[config.mk]
export PLATFORM = sky130hd
export DESIGN_NAME = store_merge_unit_flat
export DESIGN_NICKNAME = d
export VERILOG_FILES = /design/src/rtl/mips_defs_pkg.sv /design/src/rtl/store_merge_unit_if.sv /design/src/rtl/store_lane_merge.sv /design/src/rtl/store_merge_unit.sv /design/src/flat_wrapper.sv
export SDC_FILE = /design/constraint.sdc
export NUM_CORES = 1
export LEC_CHECK = 0
export CORE_UTILIZATION = 25
export CTS_CLUSTER_SIZE = 14
export DETAILED_ROUTE_END_ITERATION = 10
export SETUP_SLACK_MARGIN = 0.1
export SLEW_MARGIN = 10
export SYNTH_ARGS = -nofsm -noshare
export SYNTH_HDL_FRONTEND = slang
export SYNTH_SLANG_ARGS = --single-unit
[constraint.sdc]
create_clock -name clk -period 2.02 [get_ports clk]
set_clock_uncertainty 0.05 [all_clocks]
set_input_delay 0.404 -clock clk [delete_from_list [all_inputs] [get_ports clk]]
set_output_delay 0.404 -clock clk [all_outputs]
set_load 0.1 [all_outputs]
[src/rtl/mips_defs_pkg.sv]
// Shared MIPS datapath definitions: store-type encodings, store FSM state
// encodings and the little-endian byte-lane mapping shared by store merge and load split.
package mips_defs_pkg;

  typedef logic [1:0] store_type_t;

  localparam store_type_t ST_SW = 2'b00;
  localparam store_type_t ST_SH = 2'b01;
  localparam store_type_t ST_SB = 2'b10;

  localparam logic [1:0] S_IDLE = 2'd0;
  localparam logic [1:0] S_RD   = 2'd1;
  localparam logic [1:0] S_WAIT = 2'd2;
  localparam logic [1:0] S_WR   = 2'd3;

  // Byte lanes touched by an access; the reserved encoding behaves as a full word.
  function automatic logic [3:0] lane_mask(input store_type_t st, input logic [1:0] addr_lo);
    logic [3:0] m;
    case (st)
      ST_SB:   m = 4'b0001 << addr_lo;
      ST_SH:   m = addr_lo[1] ? 4'b1100 : 4'b0011;
      default: m = 4'b1111;
    endcase
    return m;
  endfunction

  function automatic logic [31:0] lane_align(input store_type_t st, input logic [31:0] data);
    logic [31:0] a;
    case (st)
      ST_SB:   a = {4{data[7:0]}};
      ST_SH:   a = {2{data[15:0]}};
      default: a = data;
    endcase
    return a;
  endfunction

endpackage

[src/rtl/store_merge_unit_if.sv]
// Pipeline-side and memory-side signals of the store merge unit; the unit
// itself uses the slave modport, the environment driving it uses master.
interface store_merge_unit_if #(parameter int ADDR_W = 32);
  import mips_defs_pkg::*;

  logic              ex_mem_mem_write;
  store_type_t       ex_mem_store_type;
  logic [ADDR_W-1:0] ex_mem_addr;
  logic [31:0]       ex_mem_store_data;
  logic [ADDR_W-1:0] mem_addr;
  logic              mem_rd_en;
  logic [31:0]       mem_rdata;
  logic              mem_wr_en;
  logic [31:0]       mem_wdata;
  logic              stall;
  logic              store_done;
  logic              misalign_exc;

  modport slave (
    input  ex_mem_mem_write, ex_mem_store_type, ex_mem_addr, ex_mem_store_data, mem_rdata,
    output mem_addr, mem_rd_en, mem_wr_en, mem_wdata, stall, store_done, misalign_exc
  );

  modport master (
    output ex_mem_mem_write, ex_mem_store_type, ex_mem_addr, ex_mem_store_data, mem_rdata,
    input  mem_addr, mem_rd_en, mem_wr_en, mem_wdata, stall, store_done, misalign_exc
  );

endinterface

[src/rtl/store_lane_merge.sv]
// Combinational read-modify-write merge: overlays the store lanes of data
// onto the old memory word using the shared lane mapping.
module store_lane_merge
  import mips_defs_pkg::*;
(
  input  logic [31:0] old_word,
  input  logic [31:0] data,
  input  store_type_t store_type,
  input  logic [1:0]  addr_lo,
  output logic [31:0] merged
);

  logic [3:0]  mask;
  logic [31:0] aligned;

  always_comb begin
    mask    = lane_mask(store_type, addr_lo);
    aligned = lane_align(store_type, data);
    merged  = old_word;
    for (int i = 0; i < 4; i++) begin
      if (mask[i]) merged[8*i +: 8] = aligned[8*i +: 8];
    end
  end

endmodule

[src/rtl/store_merge_unit.sv]
// Store unit turning SW/SH/SB into word writes (read-modify-write for partial stores).
// Optional misaligned-store trap enabled by defining STORE_MISALIGN_TRAP_EN.
module store_merge_unit
  import mips_defs_pkg::*;
#(
  parameter int ADDR_W = 32
) (
  input  logic              clk,
  input  logic              rst_n,
  store_merge_unit_if.slave bus
);

  logic [1:0]        state_q, state_d;
  logic [ADDR_W-1:0] mem_addr_q, mem_addr_d;
  logic [31:0]       mem_wdata_q, mem_wdata_d;
  logic [31:0]       data_q, data_d;
  store_type_t       type_q, type_d;
  logic [1:0]        addr_lo_q, addr_lo_d;

  logic        req;
  logic        is_sw_req;
  logic        misalign;
  logic        accept;
  logic [31:0] merged;

  // Gating with rst_n keeps stall and the trap flag low while reset is held.
  assign req       = (state_q == S_IDLE) & bus.ex_mem_mem_write & rst_n;
  assign is_sw_req = (bus.ex_mem_store_type != ST_SH) && (bus.ex_mem_store_type != ST_SB);

`ifdef STORE_MISALIGN_TRAP_EN
  assign misalign = req & (is_sw_req ? (bus.ex_mem_addr[1:0] != 2'b00)
                                     : ((bus.ex_mem_store_type == ST_SH) & bus.ex_mem_addr[0]));
`else
  assign misalign = 1'b0;
`endif

  assign accept = req & ~misalign;

  store_lane_merge u_merge (
    .old_word  (bus.mem_rdata),
    .data      (data_q),
    .store_type(type_q),
    .addr_lo   (addr_lo_q),
    .merged    (merged)
  );

  always_comb begin
    state_d     = state_q;
    mem_addr_d  = mem_addr_q;
    mem_wdata_d = mem_wdata_q;
    data_d      = data_q;
    type_d      = type_q;
    addr_lo_d   = addr_lo_q;
    case (state_q)
      S_IDLE: begin
        if (accept) begin
          data_d     = bus.ex_mem_store_data;
          type_d     = bus.ex_mem_store_type;
          addr_lo_d  = bus.ex_mem_addr[1:0];
          mem_addr_d = {bus.ex_mem_addr[ADDR_W-1:2], 2'b00};
          if (is_sw_req) begin
            mem_wdata_d = bus.ex_mem_store_data;
            state_d     = S_WR;
          end else begin
            state_d = S_RD;
          end
        end
      end
      S_RD:    state_d = S_WAIT;
      S_WAIT: begin
        mem_wdata_d = merged;
        state_d     = S_WR;
      end
      default: state_d = S_IDLE;
    endcase
  end

  always_ff @(posedge clk or negedge rst_n) begin
    if (!rst_n) begin
      state_q     <= S_IDLE;
      mem_addr_q  <= '0;
      mem_wdata_q <= '0;
      data_q      <= '0;
      type_q      <= ST_SW;
      addr_lo_q   <= '0;
    end else begin
      state_q     <= state_d;
      mem_addr_q  <= mem_addr_d;
      mem_wdata_q <= mem_wdata_d;
      data_q      <= data_d;
      type_q      <= type_d;
      addr_lo_q   <= addr_lo_d;
    end
  end

  assign bus.mem_addr     = mem_addr_q;
  assign bus.mem_wdata    = mem_wdata_q;
  assign bus.mem_rd_en    = (state_q == S_RD);
  assign bus.mem_wr_en    = (state_q == S_WR);
  assign bus.store_done   = (state_q == S_WR);
  assign bus.stall        = accept | (state_q == S_RD) | (state_q == S_WAIT);
  assign bus.misalign_exc = misalign;

endmodule
[src/flat_wrapper.sv]
// flat-port wrapper written by rule: the top's interface ports become plain ports
module store_merge_unit_flat import mips_defs_pkg::*;
#(
  parameter int ADDR_W = 32
)
  (clk, rst_n, bus_ex_mem_mem_write, bus_ex_mem_store_type, bus_ex_mem_addr, bus_ex_mem_store_data, bus_mem_rdata, bus_mem_addr, bus_mem_rd_en, bus_mem_wr_en, bus_mem_wdata, bus_stall, bus_store_done, bus_misalign_exc);
  store_merge_unit_if #(.ADDR_W(ADDR_W)) bus_i ();
  input  logic clk;
  input  logic rst_n;
  input wire logic [$bits(bus_i.ex_mem_mem_write)-1:0] bus_ex_mem_mem_write;
  input wire logic [$bits(bus_i.ex_mem_store_type)-1:0] bus_ex_mem_store_type;
  input wire logic [$bits(bus_i.ex_mem_addr)-1:0] bus_ex_mem_addr;
  input wire logic [$bits(bus_i.ex_mem_store_data)-1:0] bus_ex_mem_store_data;
  input wire logic [$bits(bus_i.mem_rdata)-1:0] bus_mem_rdata;
  output wire logic [$bits(bus_i.mem_addr)-1:0] bus_mem_addr;
  output wire logic [$bits(bus_i.mem_rd_en)-1:0] bus_mem_rd_en;
  output wire logic [$bits(bus_i.mem_wr_en)-1:0] bus_mem_wr_en;
  output wire logic [$bits(bus_i.mem_wdata)-1:0] bus_mem_wdata;
  output wire logic [$bits(bus_i.stall)-1:0] bus_stall;
  output wire logic [$bits(bus_i.store_done)-1:0] bus_store_done;
  output wire logic [$bits(bus_i.misalign_exc)-1:0] bus_misalign_exc;
  assign bus_i.ex_mem_mem_write = bus_ex_mem_mem_write;
  assign bus_i.ex_mem_store_type = bus_ex_mem_store_type;
  assign bus_i.ex_mem_addr = bus_ex_mem_addr;
  assign bus_i.ex_mem_store_data = bus_ex_mem_store_data;
  assign bus_i.mem_rdata = bus_mem_rdata;
  assign bus_mem_addr = bus_i.mem_addr;
  assign bus_mem_rd_en = bus_i.mem_rd_en;
  assign bus_mem_wr_en = bus_i.mem_wr_en;
  assign bus_mem_wdata = bus_i.mem_wdata;
  assign bus_stall = bus_i.stall;
  assign bus_store_done = bus_i.store_done;
  assign bus_misalign_exc = bus_i.misalign_exc;
  store_merge_unit #(.ADDR_W(ADDR_W)) u_core (.clk(clk), .rst_n(rst_n), .bus(bus_i));
endmodule
==> impl_metrics.ini, run 1 <==
[setup_path]
critPathArrivalTime_ns = 1.49
crit_path_cell_trace = inv_2, ha_4, nand3_4, buf_12, nand2_4, buf_12
timing.critical_path.buf_inv = 3
critical_path.endpoint_type = primary output
worst_path_largest_cell_delay_ns = 0.43
worstSetupPathType = reg2out
worst-path-max-fanout = 4
timing.critical_path.mode_cell = sky130_fd_sc_hd__buf_12
crit_slowest_cell = sky130_fd_sc_hd__dfrtp_1
crit_path_start_kind = register
critPathTopFamily = flip-flops
timing.critical_path.required_ns = 1.57

[run_status]
run_status = complete, no violations

[drt]
drtAntennaViolNets = 0
firstDrtPassIters = 4
drt_wl_total_microns = 15270
drt_iter0_drc = 164
wl_per_cell_microns = 17.33
dr_total_vias = 4030
drt_drc_violations_left = 0
vias_per_cell = 4.574

[clock_tree]
cts_tree = done
clk_root_buffer_cell = sky130_fd_sc_hd__clkbuf_16
cts.clk_slew.worst_paths_ns = 0.07
cts.sinks = 100
cts_max_path_buffers = 2
number_of_buffers_created_by_cts = 9
insertion_delay_ns = 0.35
clock_tree.htree_level_count = 3

[global_routing]
number_of_global_route_vias_before_repair = 4221
grt_util_all_layers_pct = 15.17
grt_pass1_wl_microns = 23050
grt_max_degree = 101
grt_overflow_total = 0
grt_antenna_before_repair = 0

[floorplanning]
initial_utilization_pct = 25.78
die_y_microns = 141.6
chipWidth_microns = 141.6
core_sq_um = 18890
io-pin-count = 170
design.die.area_sq_um = 20050
std_cell_rows = 50

[placement]
gp_congestion = 0.8206
placed_cell_area_sq_um = 6843
post-place-cells = 854
dp.final_hpwl_microns = 11100
portBuffers = 166

[logic_synthesis]
syn_avg_cell_area_sq_um = 11.33
yosysSeqAreaShare_pct = 51.37
ys_warn_count = 0
ys_ff_latch = 100
ys_types = 38
post_synth_instance_area_sq_um = 4871
postSynthCellCount = 430

[sta]
fmax_ghz = 0.5143
setup_repair_after_global_routing_missed_its_margin = yes
tightestPinTransition_ns = 0.5567
setup_viol = 0
final_min_period_over_clock_period_pct = 96.26
slew-limit-headroom_pct = 62.89
period_minus_slack_ns = 1.945
final_hold_viol_count = 0
timing_max_transition_violations_final = 0

[cells_and_area]
layoutNonFillerInstCount = 881
nets = 725
insertedDiodeCount = 0
drive_above_1_share_pct = 35.27
final_design_area_no_fill_sq_um = 7346
area_delta_synth_final_pct = 50.81

[min_path]
min-delay-path-class = in2async

[run]
maxCapViolCount = 0
registers in the layout (all words and copies together), names as in the netlist:
name	cells
u_core.addr_lo_q	2
u_core.bus.mem_wdata	32
u_core.bus.mem_addr	30
u_core.type_q	2
u_core.state_q	2
u_core.data_q	32
layout make-up:
cell class	count	area [sq um]
clock buffers	11	242.7
clock inverters	5	36.28
fillers	1868	11550
inverters	15	56.30
multi-input cells	285	2243
flip-flops and latches	100	2502
well taps	260	325.3
repair buffers	205	1939
synth_stat cells, drive strengths merged:
master           n  share of area [%]
a211oi          16                2.5
a21o             2               0.33
a21oi           13                2.2
a221oi           8                1.4
a22oi            8                1.2
buf             21                2.9
bufbuf           1               0.39
clkbuf          10                1.4
clkdlybuf4s50    1               0.23
conb             1              0.077
dfrtp          100                 51
ha               8                2.1
inv             15                1.2
mux2            58                 13
mux2i            8                1.6
nand2           35                2.7
nand2b           1               0.13
nand3            9               0.92
nor2             4               0.31
nor2b           17                2.2
nor3            16                1.6
o211ai           8                1.3
o21ai           58                6.2
o21bai           1               0.15
o22a             8                1.4
o22ai            1               0.13
o31ai            1               0.44
xor2             1               0.18
worst paths after layout:
kind                                   start                  endpoint  slack, ns  cells past startpoint
max reg2reg                 u_core.type_q[1]  u_core.bus.mem_wdata[30]       0.12                      8
max                        u_core.state_q[1]                 bus_stall       0.08                      6
min in group clk           u_core.data_q[19]         u_core.data_q[19]       0.43                      2
max in group asynchronous              rst_n   u_core.bus.mem_addr[15]       1.39                      2
min reg2reg                u_core.data_q[19]         u_core.data_q[19]       0.43                      2
min                                    rst_n          u_core.data_q[0]       0.09                      2
routing by layer:
layer	GRT usage (%)	share of wire, %	vias up
met5	0	0	-
met4	5.376	2.3	0
met3	3.847	5.2	21
met2	25.67	50	114
met1	18.66	42	1987
li1	-	-	1908
worst register-to-register path, stage by stage, from the launching register on:
cell and delay (ns):
sky130_fd_sc_hd__dfrtp_1 0.41, sky130_fd_sc_hd__buf_4 0.15, sky130_fd_sc_hd__ha_4 0.31, sky130_fd_sc_hd__buf_8 0.16, sky130_fd_sc_hd__a21oi_4 0.06, sky130_fd_sc_hd__buf_6 0.14
sky130_fd_sc_hd__buf_4 0.14, sky130_fd_sc_hd__a211oi_1 0.23, sky130_fd_sc_hd__o21ai_0 0.12
metrics by stage:
step / hold WS, ns / setup slack [ns] / setup TNS [ns] / util (%)
after floorplan: 0.05841 / -0.02233 / -0.02233 / -
after global placement: 0.4135 / 0.04656 / 0 / 36.22
after detailed placement: 0.4221 / -0.03427 / -0.1803 / 36.22
after CTS: 0.1441 / 0.04551 / 0 / 38.05
after global routing: 0.1437 / 0.01500 / 0 / 38.88
final: 0.08865 / 0.07550 / 0 / 38.88
layout by cell type, fill, tap and decap left out, types with 2 or more instances in the layout:
cell type,n
sky130_fd_sc_hd__dfrtp_1,100
sky130_fd_sc_hd__clkdlybuf4s50_1,99
sky130_fd_sc_hd__buf_4,92
sky130_fd_sc_hd__mux2_2,58
sky130_fd_sc_hd__o21ai_0,45
sky130_fd_sc_hd__nand2_1,33
sky130_fd_sc_hd__nor2b_1,16
sky130_fd_sc_hd__nor3_1,16
sky130_fd_sc_hd__a211oi_1,13
sky130_fd_sc_hd__inv_1,11
sky130_fd_sc_hd__buf_12,11
sky130_fd_sc_hd__o21ai_1,10
sky130_fd_sc_hd__clkbuf_16,9
sky130_fd_sc_hd__a221oi_2,8
sky130_fd_sc_hd__a22oi_1,8
sky130_fd_sc_hd__o22a_1,8
sky130_fd_sc_hd__mux2i_1,8
sky130_fd_sc_hd__nand3_1,8
sky130_fd_sc_hd__a21oi_1,7
sky130_fd_sc_hd__o211ai_1,7
sky130_fd_sc_hd__inv_2,4
sky130_fd_sc_hd__a21oi_4,4
sky130_fd_sc_hd__ha_2,4
sky130_fd_sc_hd__o21ai_2,3
sky130_fd_sc_hd__a211oi_2,3
sky130_fd_sc_hd__a21oi_2,3
sky130_fd_sc_hd__conb_1,3
sky130_fd_sc_hd__clkinvlp_4,3
sky130_fd_sc_hd__nor2_1,2
sky130_fd_sc_hd__ha_4,2
sky130_fd_sc_hd__ha_1,2
sky130_fd_sc_hd__buf_6,2
logic make-up (layout without fill, tap and decap cells):
family,after synthesis,in the layout,share of synthesized area [%]
AO/OA/AOI/OAI,124,125,17.34
XOR/XNOR,1,1,0.1798
adder cells (fa/ha/maj),8,8,2.055
buffers and inverters,48,236,6.036
flip-flops,100,100,51.37
multiplexers,66,66,15.05
other,1,3,0.07699
AND/OR/NAND/NOR,82,82,7.886
repair_timing:
action                     CTS  global route
hold buffers                 0             0
setup endpoints to repair   24            29
buffers inserted             2             7
pin swaps                    2            16
resized for setup           13            26
cloned                       0             2
Power of run 1 is left out: the tool's default activity adds up to more than one toggle a clock period on the data nets, which glitch-free logic cannot reach.
==> run 2, diff against run 1 <==
- CORE_UTILIZATION: 25 -> 46
- CTS_CLUSTER_DIAMETER: unset -> 40
- PLACE_DENSITY: unset -> 0.81
==> run 2 against run 1 <==
- sequential cell count unchanged
- via count up 0.99%
- worst setup slack better by 0.023 ns
- final cell count down 15%
- first-iteration DRC count up 27%
==> impl_metrics.ini, run 2 (synthesized netlist as in run 1, its figures left out) <==
[run_status]
run_status = complete, no violations

[sta]
timing_max_transition_violations_final = 0
period_minus_slack_ns = 1.921
setup_repair_after_global_routing_missed_its_margin = yes
setup_viol = 0
final_hold_viol_count = 0
finalHoldWorstSlack_ns = 0.1223
tightestPinTransition_ns = 0.8351
finalWorstSetupSlack_ns = 0.09895
slew-limit-headroom_pct = 44.26
fmax_ghz = 0.5205
final_min_period_over_clock_period_pct = 95.10

[drt]
drt_iter0_drc = 209
dr_total_vias = 4070
drt_drc_violations_left = 0
firstDrtPassIters = 4
vias_per_cell = 5.405
drtAntennaViolNets = 0
wl_per_cell_microns = 18.08
drt_wl_total_microns = 13620

[cells_and_area]
drive_above_1_share_pct = 34.85
fillerInstances = 737
area_delta_synth_final_pct = 46.57
postLayoutCoreUtil_pct = 69.47
layout_common_cells = sky130_fd_sc_hd__dfrtp_1, sky130_fd_sc_hd__clkdlybuf4s50_1, sky130_fd_sc_hd__buf_4
most_frequent_standard_cell_in_the_layout_excluding_fill_and_tap_cells = sky130_fd_sc_hd__dfrtp_1
layoutNonFillerInstCount = 753
insertedDiodeCount = 0
nets = 723

[global_routing]
number_of_global_route_vias_before_repair = 4237
grt_util_all_layers_pct = 24.84
grt_overflow_total = 0
grt_pass1_wl_microns = 21450
grt_max_degree = 101
grt_antenna_before_repair = 0

[floorplanning]
core_sq_um = 10280
design.die.area_sq_um = 11000
chipWidth_microns = 104.9
initial_utilization_pct = 47.39
die_y_microns = 104.9
io-pin-count = 170
std_cell_rows = 37

[min_path]
min-delay-path-class = in2async

[placement]
pre_cts_slack_ns = -0.08833
portBuffers = 166
gp_congestion = 0.8735
post-place-cells = 722
dp.final_hpwl_microns = 9410

[setup_path]
timing.critical_path.buf_inv = 3
crit_path_cell_trace = inv_2, buf_12, ha_4, nor2_4, nand2_4, buf_12
crit_slowest_cell = sky130_fd_sc_hd__dfrtp_1
worst_path_largest_cell_delay_ns = 0.38
timing.critical_path.required_ns = 1.57
critPathTopFamily = flip-flops
worstSetupPathType = reg2out
worst-path-max-fanout = 5
critical_path.endpoint_type = primary output
crit_path_start_kind = register
critPathArrivalTime_ns = 1.47
timing.critical_path.mode_cell = sky130_fd_sc_hd__buf_12

[clock_tree]
insertion_delay_ns = 0.35
cts_tree = done
cts.sinks = 100
clk_root_buffer_cell = sky130_fd_sc_hd__clkbuf_8
cts_max_path_buffers = 2
cts.clk_slew.worst_paths_ns = 0.10
number_of_buffers_created_by_cts = 9
clock_tree.htree_level_count = 3

[run]
maxCapViolCount = 0
==> run 2: area by class of cell <==
cell class                      instances  area, sq um  area share (%)
Clock buffer                           10        127.6           1.788
Clock inverter                          4        52.55          0.7361
Sequential cell                       100         2502           35.05
Multi-Input combinational cell        284         2240           31.37
Timing Repair Buffer                  204         1991           27.88
Inverter                               15        56.30          0.7886
Tap cell                              136        170.2           2.383
==> run 2: repair_timing <==
action                     in CTS  in global routing
gates resized for setup        11                 27
setup endpoints to repair      24                 33
cloned                          1                  1
pin swaps                       2                 13
hold buffers                    0                  0
buffers inserted                6                  9
==> run 2: metrics by stage <==
step / TNS [ns] / area, sq um
final: 0 / 7139
after global routing: 0 / 7139
after CTS: 0 / 6909
after detailed placement: -0.5404 / 6603
after global placement: 0 / 6603
after floorplan: -0.02233 / 4891
==> run 2: layer usage <==
layer	GRT usage, %	share of wire [%]
met1	31.73	42
met2	43.05	52
met3	3.431	4.1
met4	8.954	1.9
met5	0	0
==> run 2: path summary, 6_finish.rpt <==
| path | to | slack [ns] | cells past startpoint | from |
|---|---|---|---|---|
| max in group asynchronous | u_core.data_q[13] | 1.41 | 2 | rst_n |
| hold reg to reg | u_core.data_q[17] | 0.44 | 2 | u_core.data_q[17] |
| min in group clk | u_core.data_q[17] | 0.44 | 2 | u_core.data_q[17] |
| setup reg to reg | u_core.bus.mem_wdata[13] | 0.15 | 6 | u_core.state_q[0] |
| setup / recovery | bus_stall | 0.1 | 6 | u_core.state_q[0] |
| hold / removal | u_core.bus.mem_addr[31] | 0.12 | 2 | rst_n |
Power of run 2 is left out for the same reason.
==> run 3, diff against run 2 <==
- CORE_UTILIZATION: 46 -> 60
- CTS_CLUSTER_DIAMETER: 40 -> 30
- DONT_BUFFER_PORTS: unset -> 1
- PLACE_DENSITY: 0.81 -> 0.76
==> run 3 against run 2 <==
- the run now ends with hold timing left
- critical path depth decreased by 2
- non-clock buffer count down 141
- worst hold slack worse by 0.43 ns
- maximum frequency grew 1.6%
- die area fell by 23%
- count of clock-buffer cells in the layout is the same
==> impl_metrics.ini, run 3 (synthesized netlist as in run 1, its figures left out) <==
[sta]
finalHoldWorstSlack_ns = -0.3096
setup_repair_after_global_routing_missed_its_margin = yes
setup_viol = 0
fmax_ghz = 0.5290
final_hold_viol_count = 100
slew-limit-headroom_pct = 39.53
finalWorstSetupSlack_ns = 0.1296
final_min_period_over_clock_period_pct = 93.59
tightestPinTransition_ns = 0.9070
period_minus_slack_ns = 1.890
timing_max_transition_violations_final = 0

[clock_tree]
cts_max_path_buffers = 2
clk_root_buffer_cell = sky130_fd_sc_hd__clkbuf_8
cts.clk_slew.worst_paths_ns = 0.09
cts.sinks = 100
cts_tree = done
insertion_delay_ns = 0.35
number_of_buffers_created_by_cts = 9
clock_tree.htree_level_count = 3

[global_routing]
grt_pass1_wl_microns = 17620
grt_util_all_layers_pct = 26.88
grt_antenna_before_repair = 0
number_of_global_route_vias_before_repair = 3418
grt_max_degree = 102
grt_overflow_total = 0

[cells_and_area]
most_frequent_standard_cell_in_the_layout_excluding_fill_and_tap_cells = sky130_fd_sc_hd__dfrtp_1
drive_above_1_share_pct = 36.12
area_delta_synth_final_pct = 16.26
insertedDiodeCount = 0
nets = 583
layout_common_cells = sky130_fd_sc_hd__dfrtp_1, sky130_fd_sc_hd__mux2_2, sky130_fd_sc_hd__buf_4

[setup_path]
worstRegToRegCells = 8
crit-reg2reg-capture = u_core.bus.mem_wdata[25]
crit_path_cell_trace = inv_2, ha_4, nand3_4, nand2_8
worst-path-max-fanout = 5
worstSetupEndpoint = bus_stall
regToRegSetupSlack_ns = 0.17
crit_start = u_core.state_q[1]
cp_num_cells = 4
crit_path_start_kind = register
timing.critical_path.required_ns = 1.57
timing.critical_path.buf_inv = 1
critPathTopFamily = flip-flops
critPathArrivalTime_ns = 1.44
critical_path.endpoint_type = primary output
worstSetupPathType = reg2out
crit_slowest_cell = sky130_fd_sc_hd__dfrtp_2
worst_path_largest_cell_delay_ns = 0.44
r2r-start = u_core.type_q[1]

[min_path]
min-delay-path-class = in2async

[floorplanning]
core_sq_um = 7807
design.die.area_sq_um = 8482
io-pin-count = 170
chipWidth_microns = 92.10
std_cell_rows = 32
die_y_microns = 92.10
initial_utilization_pct = 62.39

[drt]
dr_total_vias = 3507
vias_per_cell = 6.036
wl_per_cell_microns = 19.53
firstDrtPassIters = 4
drt_wl_total_microns = 11350
drtAntennaViolNets = 0
drt_drc_violations_left = 0
drt_iter0_drc = 204

[placement]
dp.final_hpwl_microns = 7963
portBuffers = 0
gp_congestion = 0.8348
pre_cts_slack_ns = -0.02377

[run_status]
run_status = finished with violations
violations = hold timing

[run]
maxCapViolCount = 0
==> run 3: cell count changes in the layout (fill, tap and decap cells not counted), moves of 2 or more <==
cell and change:
sky130_fd_sc_hd__inv_6 +2, sky130_fd_sc_hd__dfrtp_2 +2, sky130_fd_sc_hd__dfrtp_1 -2, sky130_fd_sc_hd__clkinv_4 +2, sky130_fd_sc_hd__a211oi_1 +2, sky130_fd_sc_hd__buf_12 -6, sky130_fd_sc_hd__clkinvlp_4 -2, sky130_fd_sc_hd__buf_4 -32
sky130_fd_sc_hd__clkdlybuf4s50_1 -99, sky130_fd_sc_hd__a211oi_2 -2
==> run 3: layout make-up <==
cell class              instances  area, sq um
flip-flops and latches        100         2505
multi-input cells             285         2243
fillers                       553         2145
repair buffers                 63        555.5
clock buffers                  10        127.6
well taps                     102        127.6
inverters                      15        56.30
clock inverters                 6        47.55
==> run 3: per-stage QoR <==
step | utilization, % | cells | hold slack [ns] | setup TNS [ns] | cell area, sq um
4_1_cts | 70.66 | 573 | -0.3300 | -0.001443 | 5517
5_1_grt | 72.53 | 581 | -0.3398 | 0 | 5663
6_report | 72.53 | 581 | -0.3096 | 0 | 5663
3_5_place_dp | 66.75 | 553 | 0.06026 | -0.02377 | 5211
3_3_place_gp | 66.75 | 553 | 0.06126 | 0 | 5211
2_1_floorplan | - | 432 | 0.05841 | -0.02233 | 4891
==> run 3: what timing repair did <==
| item | CTS | global route |
|---|---|---|
| endpoints found under the hold margin | 100 | 100 |
| setup buffers | 4 | 7 |
| pin swaps | 1 | 17 |
| resized for setup | 15 | 20 |
| gates cloned | 0 | 1 |
| endpoints found under the setup margin | 23 | 64 |
==> run 3: worst min path at each step <==
stage | from | to | slack, ns | depth (start not counted)
after floorplan | rst_n | u_core.addr_lo_q[0] | 0.06 | 0
after global placement | rst_n | u_core.bus.mem_wdata[31] | 0.06 | 0
after detailed placement | rst_n | u_core.bus.mem_wdata[9] | 0.06 | 0
after CTS | rst_n | u_core.bus.mem_addr[3] | -0.33 | 0
after global routing | rst_n | u_core.bus.mem_addr[3] | -0.34 | 0
final | rst_n | u_core.bus.mem_wdata[9] | -0.31 | 0
==> run 3: per-layer routing <==
metal	routed length, microns	GRT usage [%]
met5	0	0
met4	188	9.115
met3	938	6.468
met2	5478	42.41
met1	4743	36.56
Power of run 3 is left out for the same reason.
==> variant, RTL diff (settings of run 2) <==
`ADDR_W` is set to 32 in 3 places; all go to 40.
--- a/src/rtl/store_merge_unit_if.sv
+++ b/src/rtl/store_merge_unit_if.sv
@@ -1,6 +1,6 @@
 // Pipeline-side and memory-side signals of the store merge unit; the unit
 // itself uses the slave modport, the environment driving it uses master.
-interface store_merge_unit_if #(parameter int ADDR_W = 32);
+interface store_merge_unit_if #(parameter int ADDR_W = 40);
   import mips_defs_pkg::*;
 
   logic              ex_mem_mem_write;
--- a/src/rtl/store_merge_unit.sv
+++ b/src/rtl/store_merge_unit.sv
@@ -3,7 +3,7 @@
 module store_merge_unit
   import mips_defs_pkg::*;
 #(
-  parameter int ADDR_W = 32
+  parameter int ADDR_W = 40
 ) (
   input  logic              clk,
   input  logic              rst_n,
--- a/src/flat_wrapper.sv
+++ b/src/flat_wrapper.sv
@@ -1,7 +1,7 @@
 // flat-port wrapper written by rule: the top's interface ports become plain ports
 module store_merge_unit_flat import mips_defs_pkg::*;
 #(
-  parameter int ADDR_W = 32
+  parameter int ADDR_W = 40
 )
   (clk, rst_n, bus_ex_mem_mem_write, bus_ex_mem_store_type, bus_ex_mem_addr, bus_ex_mem_store_data, bus_mem_rdata, bus_mem_addr, bus_mem_rd_en, bus_mem_wr_en, bus_mem_wdata, bus_stall, bus_store_done, bus_misalign_exc);
   store_merge_unit_if #(.ADDR_W(ADDR_W)) bus_i ();
Interface: changed (resized bus_ex_mem_addr and bus_mem_addr); port bits go from 170 to 186. No check against the original RTL was run, so the function may have changed too.
==> variant against run 2 <==
Fmax decreased by 1.2%. Wire length grew 6.2%. Sequential cell count up 8. First-iteration DRC count decreased by 22%. Cell area grew 6.5%. Non-clock buffer count up 19. Hold slack worse by 0.074 ns. Synthesized area increased by 6.0%. Worst setup slack got worse by 0.024 ns. Global-route usage is 0.55 points higher. Highest routed layer unchanged.
Power is not shown: default switching activity piles up to over one toggle a cycle in this logic, so the estimate is an artifact.
==> variant: results (changes against run 2) <==
outcome=finished, final reports clean; FF-to-FF path depth=8 (+2); Resize count post-CTS=13 (+2); Hold WS=0.0482 ns (-0.0740 ns); post-synthesis cell type count=40 (+5.3%); met3 track demand over resource=7.47% (+4.0 points); Post-synth top cells=dfrtp_1 (108), mux2_2 (66), o21ai_0 (48); grt met1 use=30.8% (-0.90 points); Util after Layout=69.8% (+0.38 points); Non-Filler Instances=794 (+5.4%); Arrival @ worst endpoint=1.49 ns (+0.02 ns); dpl cells=766 (+6.1%); minimum clock period=1.95 ns (+0.0241 ns); Slew headroom=60.2% (+16 points); PortBufs=182 (+9.6%); Seq/Total Area, Yosys=52.3% (+0.95 points); RR Endpoint=u_core.bus.mem_wdata[31]; share of layout cells above drive strength 1=35.6% (+0.78 points); clk slew on worst S/H paths=0.10 ns (about the same); post-CTS setup buffer count=7 (+1); CP Max Fanout=3 (-2); Synth Area per Inst=11.6 um^2 (+2.0%); met2 Usage GRT=42.4% (-0.60 points); r2r setup slk=0.18 ns (+0.03 ns); dominant cells by area after synthesis=dfrtp_1 (52%), mux2_2 (14%), o21ai_0 (4.7%); met1 wire length=5790 um (+0.71%); Final HPWL DP=10500 um (+12%); largest net degree at the start of global routing=109 (+7.9%); Area after DPL=7120 um^2 (+7.8%); Critical Path Start=u_core.state_q[0]; R2R Path Start=u_core.type_q[0]; Routability Congestion=0.809 (-7.4%); routed vias=4293 (+5.5%); WL per Instance=18.2 um (+0.70%); Tot GR Track Use=25.4% (+0.55 points); worst slack, placed=-0.0334 ns (+0.0549 ns); worst hold path class=in2async; vias in the first global route=4490 (+6.0%); DR iter-0 viols=164 (-22%); met2 WL=7190 um (+2.1%); met3 wire len=1180 um (+110%)
## variant: changes by cell type in the layout (fill, tap and decap cells not counted), moves of 3 or more
cell,change
buf_4,+13
mux2_2,+8
clkinvlp_4,-3
dfrtp_1,+7
clkdlybuf4s50_1,+8
## variant: kinds of logic after synthesis
kind of cell	after synthesis	synth area share, %
compound gates	124	16.4
flops	108	52.3
simple gates	82	7.53
mux	74	15.9
buf+inv	49	5.67
fa+ha+maj	8	1.94
other cells	1	0.0726
xor+xnor	1	0.170
## variant: worst max-delay path, stage by stage (launching register included)
cell and delay, ns:
dfrtp_1 0.43, inv_2 0.13, ha_4 0.16, nand3_4 0.06
buf_6 0.13, nand2_4 0.05, buf_12 0.16
## variant: final cells by class
cell class / instances / share of cell area, %
Clock buffer: 10 / 1.68
Inverter: 15 / 0.740
Sequential cell: 108 / 35.6
Clock inverter: 6 / 1.23
Timing Repair Buffer: 223 / 27.9
Tap cell: 140 / 2.30
Multi-Input combinational cell: 292 / 30.6
